**src/rtl/bus_arbiter.sv**
```systemverilog
// Two-master round-robin arbiter for a single sp_ram-style slave port.
// The granted request is registered onto the slave port; a watchdog forces completion if the slave never acks.
module bus_arbiter #(
    parameter int TIMEOUT = 255,
    parameter int AW      = 32,
    parameter int DW      = 32
) (
    input  logic            i_clk,
    input  logic            i_rst,

    input  logic            i_m0_bus_en,
    input  logic            i_m0_wr_en,
    input  logic [AW-1:0]   i_m0_addr,
    input  logic [DW-1:0]   i_m0_wr_data,
    input  logic [DW/8-1:0] i_m0_byte_en,
    output logic            o_m0_ack,
    output logic [DW-1:0]   o_m0_rd_data,
    output logic            o_m0_err,

    input  logic            i_m1_bus_en,
    input  logic            i_m1_wr_en,
    input  logic [AW-1:0]   i_m1_addr,
    input  logic [DW-1:0]   i_m1_wr_data,
    input  logic [DW/8-1:0] i_m1_byte_en,
    output logic            o_m1_ack,
    output logic [DW-1:0]   o_m1_rd_data,
    output logic            o_m1_err,

    output logic            o_s_cs,
    output logic            o_s_wr_en,
    output logic [AW-1:0]   o_s_addr,
    output logic [DW-1:0]   o_s_wr_data,
    output logic [DW/8-1:0] o_s_byte_en,
    input  logic            i_s_ack,
    input  logic [DW-1:0]   i_s_rd_data,

    output logic            o_grant
);

    localparam int BW = DW / 8;
    localparam int WW = (TIMEOUT < 1) ? 1 : $clog2(TIMEOUT + 1);
    localparam logic [WW-1:0] WD_LIMIT = WW'(TIMEOUT);

    typedef enum logic {
        IDLE = 1'b0,
        BUSY = 1'b1
    } state_t;

    state_t          state_q, state_d;
    logic            last_grant_q, last_grant_d;
    logic            grant_q, grant_d;
    logic [WW-1:0]   wdog_q, wdog_d;
    logic            s_cs_q, s_cs_d;
    logic            s_wr_en_q, s_wr_en_d;
    logic [AW-1:0]   s_addr_q, s_addr_d;
    logic [DW-1:0]   s_wr_data_q, s_wr_data_d;
    logic [BW-1:0]   s_byte_en_q, s_byte_en_d;

    logic            pick;
    logic            wd_hit;
    logic            done;

    always_comb begin
        state_d      = state_q;
        last_grant_d = last_grant_q;
        grant_d      = grant_q;
        wdog_d       = wdog_q;
        s_cs_d       = s_cs_q;
        s_wr_en_d    = s_wr_en_q;
        s_addr_d     = s_addr_q;
        s_wr_data_d  = s_wr_data_q;
        s_byte_en_d  = s_byte_en_q;
        pick         = 1'b0;
        wd_hit       = (wdog_q == WD_LIMIT);
        done         = 1'b0;

        case (state_q)
            IDLE: begin
                if (i_m0_bus_en || i_m1_bus_en) begin
                    // On a tie the master that was not served last wins.
                    pick        = (i_m0_bus_en && (!i_m1_bus_en || last_grant_q)) ? 1'b0 : 1'b1;
                    grant_d     = pick;
                    s_cs_d      = 1'b1;
                    wdog_d      = '0;
                    s_wr_en_d   = pick ? i_m1_wr_en   : i_m0_wr_en;
                    s_addr_d    = pick ? i_m1_addr    : i_m0_addr;
                    s_wr_data_d = pick ? i_m1_wr_data : i_m0_wr_data;
                    s_byte_en_d = pick ? i_m1_byte_en : i_m0_byte_en;
                    state_d     = BUSY;
                end
            end
            BUSY: begin
                done = i_s_ack || wd_hit;
                if (done) begin
                    last_grant_d = grant_q;
                    s_cs_d       = 1'b0;
                    state_d      = IDLE;
                end else begin
                    wdog_d = wdog_q + WW'(1);
                end
            end
            default: state_d = IDLE;
        endcase
    end

    always_ff @(posedge i_clk) begin
        if (i_rst) begin
            state_q      <= IDLE;
            last_grant_q <= 1'b1;
            grant_q      <= 1'b0;
            wdog_q       <= '0;
            s_cs_q       <= 1'b0;
            s_wr_en_q    <= 1'b0;
            s_addr_q     <= '0;
            s_wr_data_q  <= '0;
            s_byte_en_q  <= '0;
        end else begin
            state_q      <= state_d;
            last_grant_q <= last_grant_d;
            grant_q      <= grant_d;
            wdog_q       <= wdog_d;
            s_cs_q       <= s_cs_d;
            s_wr_en_q    <= s_wr_en_d;
            s_addr_q     <= s_addr_d;
            s_wr_data_q  <= s_wr_data_d;
            s_byte_en_q  <= s_byte_en_d;
        end
    end

    // A completion landing in a reset cycle is suppressed so no ack escapes.
    logic ack_any;
    assign ack_any = done && !i_rst;

    assign o_m0_ack     = ack_any && !grant_q;
    assign o_m1_ack     = ack_any &&  grant_q;
    assign o_m0_err     = o_m0_ack && !i_s_ack;
    assign o_m1_err     = o_m1_ack && !i_s_ack;
    assign o_m0_rd_data = (o_m0_ack && i_s_ack) ? i_s_rd_data : '0;
    assign o_m1_rd_data = (o_m1_ack && i_s_ack) ? i_s_rd_data : '0;

    assign o_s_cs      = s_cs_q;
    assign o_s_wr_en   = s_wr_en_q;
    assign o_s_addr    = s_addr_q;
    assign o_s_wr_data = s_wr_data_q;
    assign o_s_byte_en = s_byte_en_q;
    assign o_grant     = grant_q;

endmodule

```
**config.mk**
```make
export PLATFORM = sky130hd
export DESIGN_NAME = bus_arbiter
export DESIGN_NICKNAME = d
export VERILOG_FILES = /design/src/rtl/bus_arbiter.sv
export SDC_FILE = /design/constraint.sdc
export NUM_CORES = 1
export LEC_CHECK = 0
export BUFFER_PORTS_ARGS = -buffer_cell sky130_fd_sc_hd__buf_2
export CORE_AREA = 2 2 123 125
export DETAILED_ROUTE_END_ITERATION = 10
export DIE_AREA = 0 0 125 127
export PLACE_DENSITY = 0.71
export SYNTH_ARGS = -nofsm -noshare
export SYNTH_HDL_FRONTEND = slang
export SYNTH_SLANG_ARGS = --single-unit
```
**constraint.sdc**
```tcl
create_clock -name i_clk -period 1.45 [get_ports i_clk]
set_clock_uncertainty 0.15 [all_clocks]
set_input_delay 0.0725 -clock i_clk [delete_from_list [all_inputs] [get_ports i_clk]]
set_output_delay 0.0725 -clock i_clk [all_outputs]
set_load 0.1 [all_outputs]
```
==> reports/metrics.cfg, run 1 <==
[status]
status=finished with violations
violations=negative setup slack

[sta]
min_period_over_period_pct=126
rsz0062_at_grt=true
hold_ws_ns=0.123
final_hold_viol_count=0
clock.fmax_mhz=549
drv_slew=0
setup-violations-final=148
period_needed_ns=1.82
final.setup.worst_slack_ns=-0.372
max-slew-margin-rel_pct=65.2
worst_pin_slew_ns=0.525

[clocking]
cts.reportedPaths.clkPinSlew_ns=0.06
cts_tree=built
htreeDepth=3
cts_buffer_depth=2
numCtsBuffers=9
insertion_delay_ns=0.33
cts.sink_count=81
cts_root_buf=clkbuf_16

[floorplan]
die-area_um2=15900
rows=44
io-pin-count=314
core_um2=14400
die_w_um=125
initial_utilization_pct=31.7
die_h_um=127

[pwr]
total_power_mw=9.57
p_switching_mw=3.94
p_comb_share_pct=47.5
p_per_area_nw_per_um2=847
power.share.clock_pct=25.4
switching_share_pct=41.2
seqPwrFrac_pct=27.1
max-vdd-ir-drop_mv=0.842
p_leak_nw=4.93
intPower_mw=5.63

[drt]
vias=6105
drt_first_iter_violations=213
first_pass_iters=4
vias_per_cell=5.20
final_antenna_net_count=0
wire_per_inst_um=21.4
routed_wl_mm=25.2
drc=0

[critical_path]
rr_worst_depth=7
arrival_ns=1.60
crit_fanout=8
path_cells=nor2b_4 -> and3_4 -> clkbuf_16 -> and2_4 -> buf_12
rr_endpoint=wdog_q[3]
required_ns=1.23
startpoint_type=flip-flop
slowest_delay_ns=0.32
reg2reg_slack_ns=-0.35
criticalPathCategory=reg -> out
slowest_stage=dfxtp_2
regToRegStartpoint=wdog_q[0]
crit_path_end_kind=primary output

[place]
port_buffers=313
gp_congestion=0.793
dp_slack_ns=-0.0868
dp_hpwl_mm=11.4

[global_route]
overflow=0
grt_pass1_wl_mm=32.5
antenna_found_initial=1
grt_max_degree=48
grt_pass1_vias=6039
grt_usage_pct=25.9

[yosys]
ys_seq_area_share_pct=35.4
yosysWarningCount=0
syn_area_per_cell_um2=9.97
synthesis.instances=459
synth.ff_latch_count=81
synth_top_area_share_pct=35.4
yosysTopAreaCell=dfxtp_1
synthArstFlopShare_pct=0
synth_edf_count=0
synth_flop_cell=dfxtp_1
syn_area_um2=4580
synthTopCellsByArea=dfxtp_1 35%, a211oi_2 19%, mux2i_1 15%
yosysUniqueCellTypes=44
syn_nets=635

[worst_hold_path]
hold_depth=5
min_to=wdog_q[3]
hold_path.class=in -> reg
holdCritStartpoint=i_m1_bus_en

[layout]
layout_commonest_cell=buf_2
mostFrequentLayoutCells=243 x buf_2, 139 x dlygate4sd3_1, 85 x buf_12, 77 x dfxtp_2, 74 x nor2_1
drive_gt1_share_pct=73.6
n_fill_cell=811
nNetsFinal=1157
area.growth.synth_to_final_pct=147

[job]
cap_viol_max_count=0

-- synthesized netlist by cell type, types with 2 or more instances --
cell / count
buf_12: 7
nor2_1: 77
clkbuf_2: 5
nand4_1: 2
nor2b_1: 2
a211oi_2: 69
or3_1: 2
a21oi_1: 5
inv_1: 2
and3_1: 4
nand3_1: 2
o211a_1: 4
o21ai_0: 3
dfxtp_1: 81
mux2i_1: 70
clkbuf_1: 11
nand2_1: 7
and2_1: 66
buf_2: 14
buf_4: 2
-- routing by layer --
| metal | vias up | routed length (um) | global-route usage, % |
|---|---|---|---|
| met2 | 421 | 13500 | 49.2 |
| met1 | 2888 | 8630 | 25.9 |
| met4 | 0 | 1290 | 14.4 |
| met3 | 112 | 1790 | 6.41 |
| met5 | - | 0 | 0 |
| li1 | 2684 | - | - |
-- power groups by stage --
stage	logic (mW)	clock network [mW]	registers, mW
2_1_floorplan	1.12	0	4.05
5_1_grt	4.68	2.51	2.61
3_5_place_dp	3.34	0	2.62
6_report	4.55	2.43	2.59
3_3_place_gp	3.30	0	2.61
4_1_cts	3.91	2.42	2.57
-- worst max-delay path: cells and delay by family (launching register included) --
| kind | cells | cell delay [ns] |
|---|---|---|
| and+or+nand+nor | 3 | 0.59 |
| buffers and inverters | 2 | 0.34 |
| DFF | 1 | 0.32 |
-- cell families (layout without fill, tap and decap cells) --
family,count (synthesis),after routing,synth area share (%)
compound gates,94,94,23.2
flops,81,81,35.4
mux,71,71,15.6
fa+ha+maj,1,1,0.273
buf+inv,43,569,6.86
other cells,0,5,0
simple gates,169,169,18.7
-- flip-flops by register name, summed over array words and instances (netlist names) --
register and flops:
o_s_cs 1, o_s_wr_data 32, o_s_byte_en 4, o_s_wr_en 1, last_grant_q 1, o_grant 1, state_q 1, o_s_addr 32
wdog_q 8
-- cell type report --
cell class	instances	area (um2)	area share, %
Tap cell	184	230	2.04
Timing Repair Buffer	551	5500	48.7
Multi-Input combinational cell	335	3510	31.1
Clock inverter	2	35.0	0.310
Sequential cell	81	1720	15.2
Antenna cell	5	12.5	0.111
Clock buffer	13	272	2.40
Inverter	3	11.3	0.0997
-- through the flow --
| step | instances | instance area (um2) | setup TNS (ns) | utilization [%] |
|---|---|---|---|---|
| floorplan | 459 | 4930 | -9.25 | - |
| global placement | 957 | 7870 | -1.31 | 54.6 |
| detailed placement | 957 | 7870 | -2.89 | 54.6 |
| CTS | 1135 | 10200 | -23.33 | 70.6 |
| global route | 1170 | 11300 | -39.30 | 78.2 |
| finish | 1174 | 11300 | -31.93 | 78.3 |
-- what timing repair did --
item | in CTS | in global routing
resized for setup | 48 | 118
buffers inserted | 14 | 22
pin swaps | 38 | 55
cloned | 12 | 14
hold buffers | 137 | 2
hold endpoints to repair | 72 | 2
endpoints found under the setup margin | 142 | 147
-- how the worst max path moves through the flow --
stage / startpoint / endpoint / slack [ns] / depth (start not counted)
5_1_grt: wdog_q[6] / o_m0_err / -0.43 / 6
6_report: state_q / o_m1_rd_data[8] / -0.37 / 5
3_5_place_dp: last_grant_q / o_s_addr[28] / -0.09 / 4
2_1_floorplan: wdog_q[3] / o_m0_err / -0.52 / 4
3_3_place_gp: wdog_q[1] / wdog_q[3] / -0.05 / 5
4_1_cts: wdog_q[6] / o_m1_err / -0.35 / 6
Note: power is estimated with default switching activity, not from simulation.
==> run 2: changes to the inputs <==
- CORE_AREA: 2 2 123 125 -> not set
- CORE_ASPECT_RATIO: not set -> 0.6
- CORE_MARGIN: not set -> 2
- CORE_UTILIZATION: not set -> 38
- DIE_AREA: 0 0 125 127 -> not set
- PLACE_DENSITY: 0.71 -> 0.82
==> run 2 against run 1 <==
The flow now stops in 5_1_grt. Synthesized cell count is the same. Area after synthesis is the same.
==> reports/metrics.cfg, run 2 <==
[clocking]
cts_buffer_depth=2  ; unchanged
cts.sink_count=81  ; unchanged
cts_root_buf=clkbuf_16  ; unchanged
htreeDepth=3  ; unchanged
numCtsBuffers=9  ; unchanged

[floorplan]
die_h_um=89.0  ; was 127 um
initial_utilization_pct=39.7  ; was 31.7%
die_w_um=146  ; was 125 um
rows=30  ; was 44
io-pin-count=314  ; unchanged

[yosys]
synth_edf_count=0  ; unchanged
syn_area_um2=4580  ; unchanged
ys_seq_area_share_pct=35.4  ; unchanged
synthTopCellsByArea=dfxtp_1 35%, a211oi_2 19%, mux2i_1 15%  ; unchanged
yosysUniqueCellTypes=44  ; unchanged
synth_xor_area_share_pct=0  ; unchanged
synth.ff_latch_count=81  ; unchanged
syn_nets=635  ; unchanged
synthArstFlopShare_pct=0  ; unchanged
yosysWarningCount=0  ; unchanged
synth.most_common_cell=dfxtp_1  ; unchanged
synth.area.mux_share_pct=15.6  ; unchanged
yosysTopAreaCell=dfxtp_1  ; unchanged
synthSimpleGateAreaFrac_pct=18.7  ; unchanged
synth_top_family_by_area=compound AO/OA/AOI/OAI gates  ; unchanged
syn_area_per_cell_um2=9.97  ; unchanged
synth_flop_cell=dfxtp_1  ; unchanged
synth_top_area_share_pct=35.4  ; unchanged
synthAdderAreaFrac_pct=0.273  ; unchanged
synth_compound_area_share_pct=23.2  ; unchanged
synthesis.instances=459  ; unchanged
synth_common_cells=81 x dfxtp_1, 77 x nor2_1, 70 x mux2i_1  ; unchanged

[sta]
worstEndpointGrtRepair=o_m0_err
worst_endpoint_kind=output port

[global_route]
antenna_found_initial=2
grt_max_degree=50

[place]
gp_congestion=0.854  ; was 0.793
port_buffers=313  ; unchanged
dp_hpwl_mm=12.8  ; was 11.4 mm

[status]
stop_stage=5_1_grt
status=did not finish  ; was finished with violations
error=[ERROR DPL-0033] detailed placement checks failed during check placement.

[run 2: repair_timing]
item,4_1_cts
resized for setup,96
hold buffers,133
setup buffers,13
pin swaps,53
gates cloned,7
setup endpoints to repair,140
endpoints found under the hold margin,67
[run 2: kinds of logic after synthesis]
kind of cell	count (synthesis)
buffers and inverters	43
adder cells (fa/ha/maj)	1
flip-flops	81
AND/OR/NAND/NOR	169
multiplexers	71
AO/OA/AOI/OAI	94
[run 2: through the flow]
stage	TNS (ns)	instance area (um2)	hold WS, ns	cells	setup slack (ns)
detailed placement	-5.96	7940	0.298	948	-0.108
global placement	-2.81	7940	0.297	948	-0.0727
CTS	-26.42	10300	0.00272	1117	-0.406
floorplan	-9.25	4930	0.163	459	-0.517
==> run 3: changes to the inputs <==
- CORE_AREA: not set -> 2 2 120 122
- CORE_ASPECT_RATIO: 0.6 -> not set
- CORE_MARGIN: 2 -> not set
- CORE_UTILIZATION: 38 -> not set
- DIE_AREA: not set -> 0 0 122 124
- PLACE_DENSITY: 0.82 -> not set
- PLACE_DENSITY_LB_ADDON: not set -> 0.15
- clock period: 1.45 -> 1.9 ns (I/O delays scaled with it)
==> run 3 against run 2 <==
The flow now finishes without violations.
==> reports/metrics.cfg, run 3 (synthesis results as in run 1) <==
[status]
status=finished clean  ; was did not finish

[critical_path]
crit_fanout=6
path_buf_inv=2
slowest_delay_ns=0.38
startpoint_type=flip-flop
criticalPathCategory=reg -> reg
cp_top_family=flip-flops
path_cells=nand4_1 -> buf_4 -> buf_4 -> o211ai_1 -> mux2_2 -> nor2_1
arrival_ns=1.99
required_ns=2.02
slowest_stage=dfxtp_2
crit_path_end_kind=flip-flop
cp_common_cell=buf_4

[sta]
clock.fmax_mhz=535
drv_slew=0
min_period_over_period_pct=98.4
worst_pin_slew_ns=0.823
final_hold_viol_count=0
hold_ws_ns=0.00377
rsz0062_at_grt=true
period_needed_ns=1.87
setup-violations-final=0
max-slew-margin-rel_pct=45.1

[global_route]
grt_usage_pct=21.0
antenna_found_initial=0
overflow=0
grt_pass1_vias=5114
grt_pass1_wl_mm=25.1
grt_max_degree=57

[clocking]
cts_tree=built
numCtsBuffers=9  ; unchanged
cts_buffer_depth=2  ; unchanged
cts.sink_count=81  ; unchanged
insertion_delay_ns=0.34
cts.reportedPaths.clkPinSlew_ns=0.07
cts_root_buf=clkbuf_16  ; unchanged
htreeDepth=3  ; unchanged

[drt]
drt_first_iter_violations=174
routed_wl_mm=16.9
first_pass_iters=4
final_antenna_net_count=0
wire_per_inst_um=16.0
vias_per_cell=4.77
drc=0
vias=5024

[layout]
antenna_cells=0
n_fill_cell=1030
area.sequential_um2=1640
nNetsFinal=1045
final_core_util_pct=64.9
multi_input_area_um2=2810
layout_commonest_cell=buf_2
drive_gt1_share_pct=58.0
mostFrequentLayoutCells=244 x buf_2, 104 x dlygate4sd3_1, 76 x nor2_1, 75 x buf_12, 74 x dfxtp_1
area.growth.synth_to_final_pct=94.7

[floorplan]
initial_utilization_pct=33.4  ; was 39.7%
die_h_um=124  ; was 89.0 um
io-pin-count=314  ; unchanged
rows=43  ; was 30
die-area_um2=15100
die_w_um=122  ; was 146 um
core_um2=13700

[place]
dp_hpwl_mm=11.1  ; was 12.8 mm
port_buffers=313  ; unchanged
gp_congestion=0.850  ; was 0.854

[pwr]
p_per_area_nw_per_um2=719
total_power_mw=6.41
p_leak_nw=4.11
max-vdd-ir-drop_mv=0.568

[worst_hold_path]
hold_path.class=in -> reg

[job]
cap_viol_max_count=0

[run 3: timing repair]
item                       CTS  global route
gates resized for setup      3             6
hold endpoints to repair    60             0
buffers inserted             5             5
setup endpoints to repair    2            66
pin swaps                    4             5
hold buffers               104             0
gates cloned                 0             2
[run 3: routing by layer]
layer	wire, um	global-route usage, %
met2	8930	39.4
met5	0	0
met1	6380	22.6
met4	362	7.47
met3	1200	5.54
[run 3: report_power, final]
part,leakage [nW],switching [mW],total (mW),internal [mW]
logic,3.29,1.87,2.64,0.772
registers,0.676,0.0781,1.93,1.85
clock network,0.148,0.761,1.83,1.07
total,4.11,2.71,6.41,3.70
[run 3: cell type report]
| cell class | count | share of cell area [%] |
|---|---|---|
| timing repair buffer | 439 | 44.0 |
| tap | 180 | 2.53 |
| clock buffer | 10 | 2.68 |
| inverter | 3 | 0.126 |
| multi-input combinational | 335 | 31.5 |
| clock inverter | 6 | 0.829 |
| sequential | 81 | 18.4 |
[run 3: metrics by stage]
| stage | cell area, um2 | setup slack [ns] | cells | setup TNS, ns |
|---|---|---|---|---|
| CTS | 8810 | 0.0105 | 1047 | 0 |
| global route | 8910 | -0.0362 | 1054 | -0.0961 |
| floorplan | 4720 | -0.0906 | 459 | -0.175 |
| detailed placement | 7400 | 0.246 | 922 | 0 |
| finish | 8910 | 0.0303 | 1054 | 0 |
| global placement | 7400 | 0.297 | 922 | 0 |
[run 3: worst paths after layout]
path                 startpoint      endpoint  slack [ns]  cells past startpoint
setup reg to reg      wdog_q[4]     wdog_q[3]        0.03                      6
setup / recovery      wdog_q[4]     wdog_q[3]        0.03                      6
hold reg to reg       wdog_q[4]     wdog_q[4]        0.36                      1
hold / removal    i_m0_addr[13]  o_s_addr[13]       0.004                      3
[run 3: tightest hold or removal path: stages]
cell,delay (ns)
buf_2,0.10
mux2i_1,0.16
a211oi_2,0.09
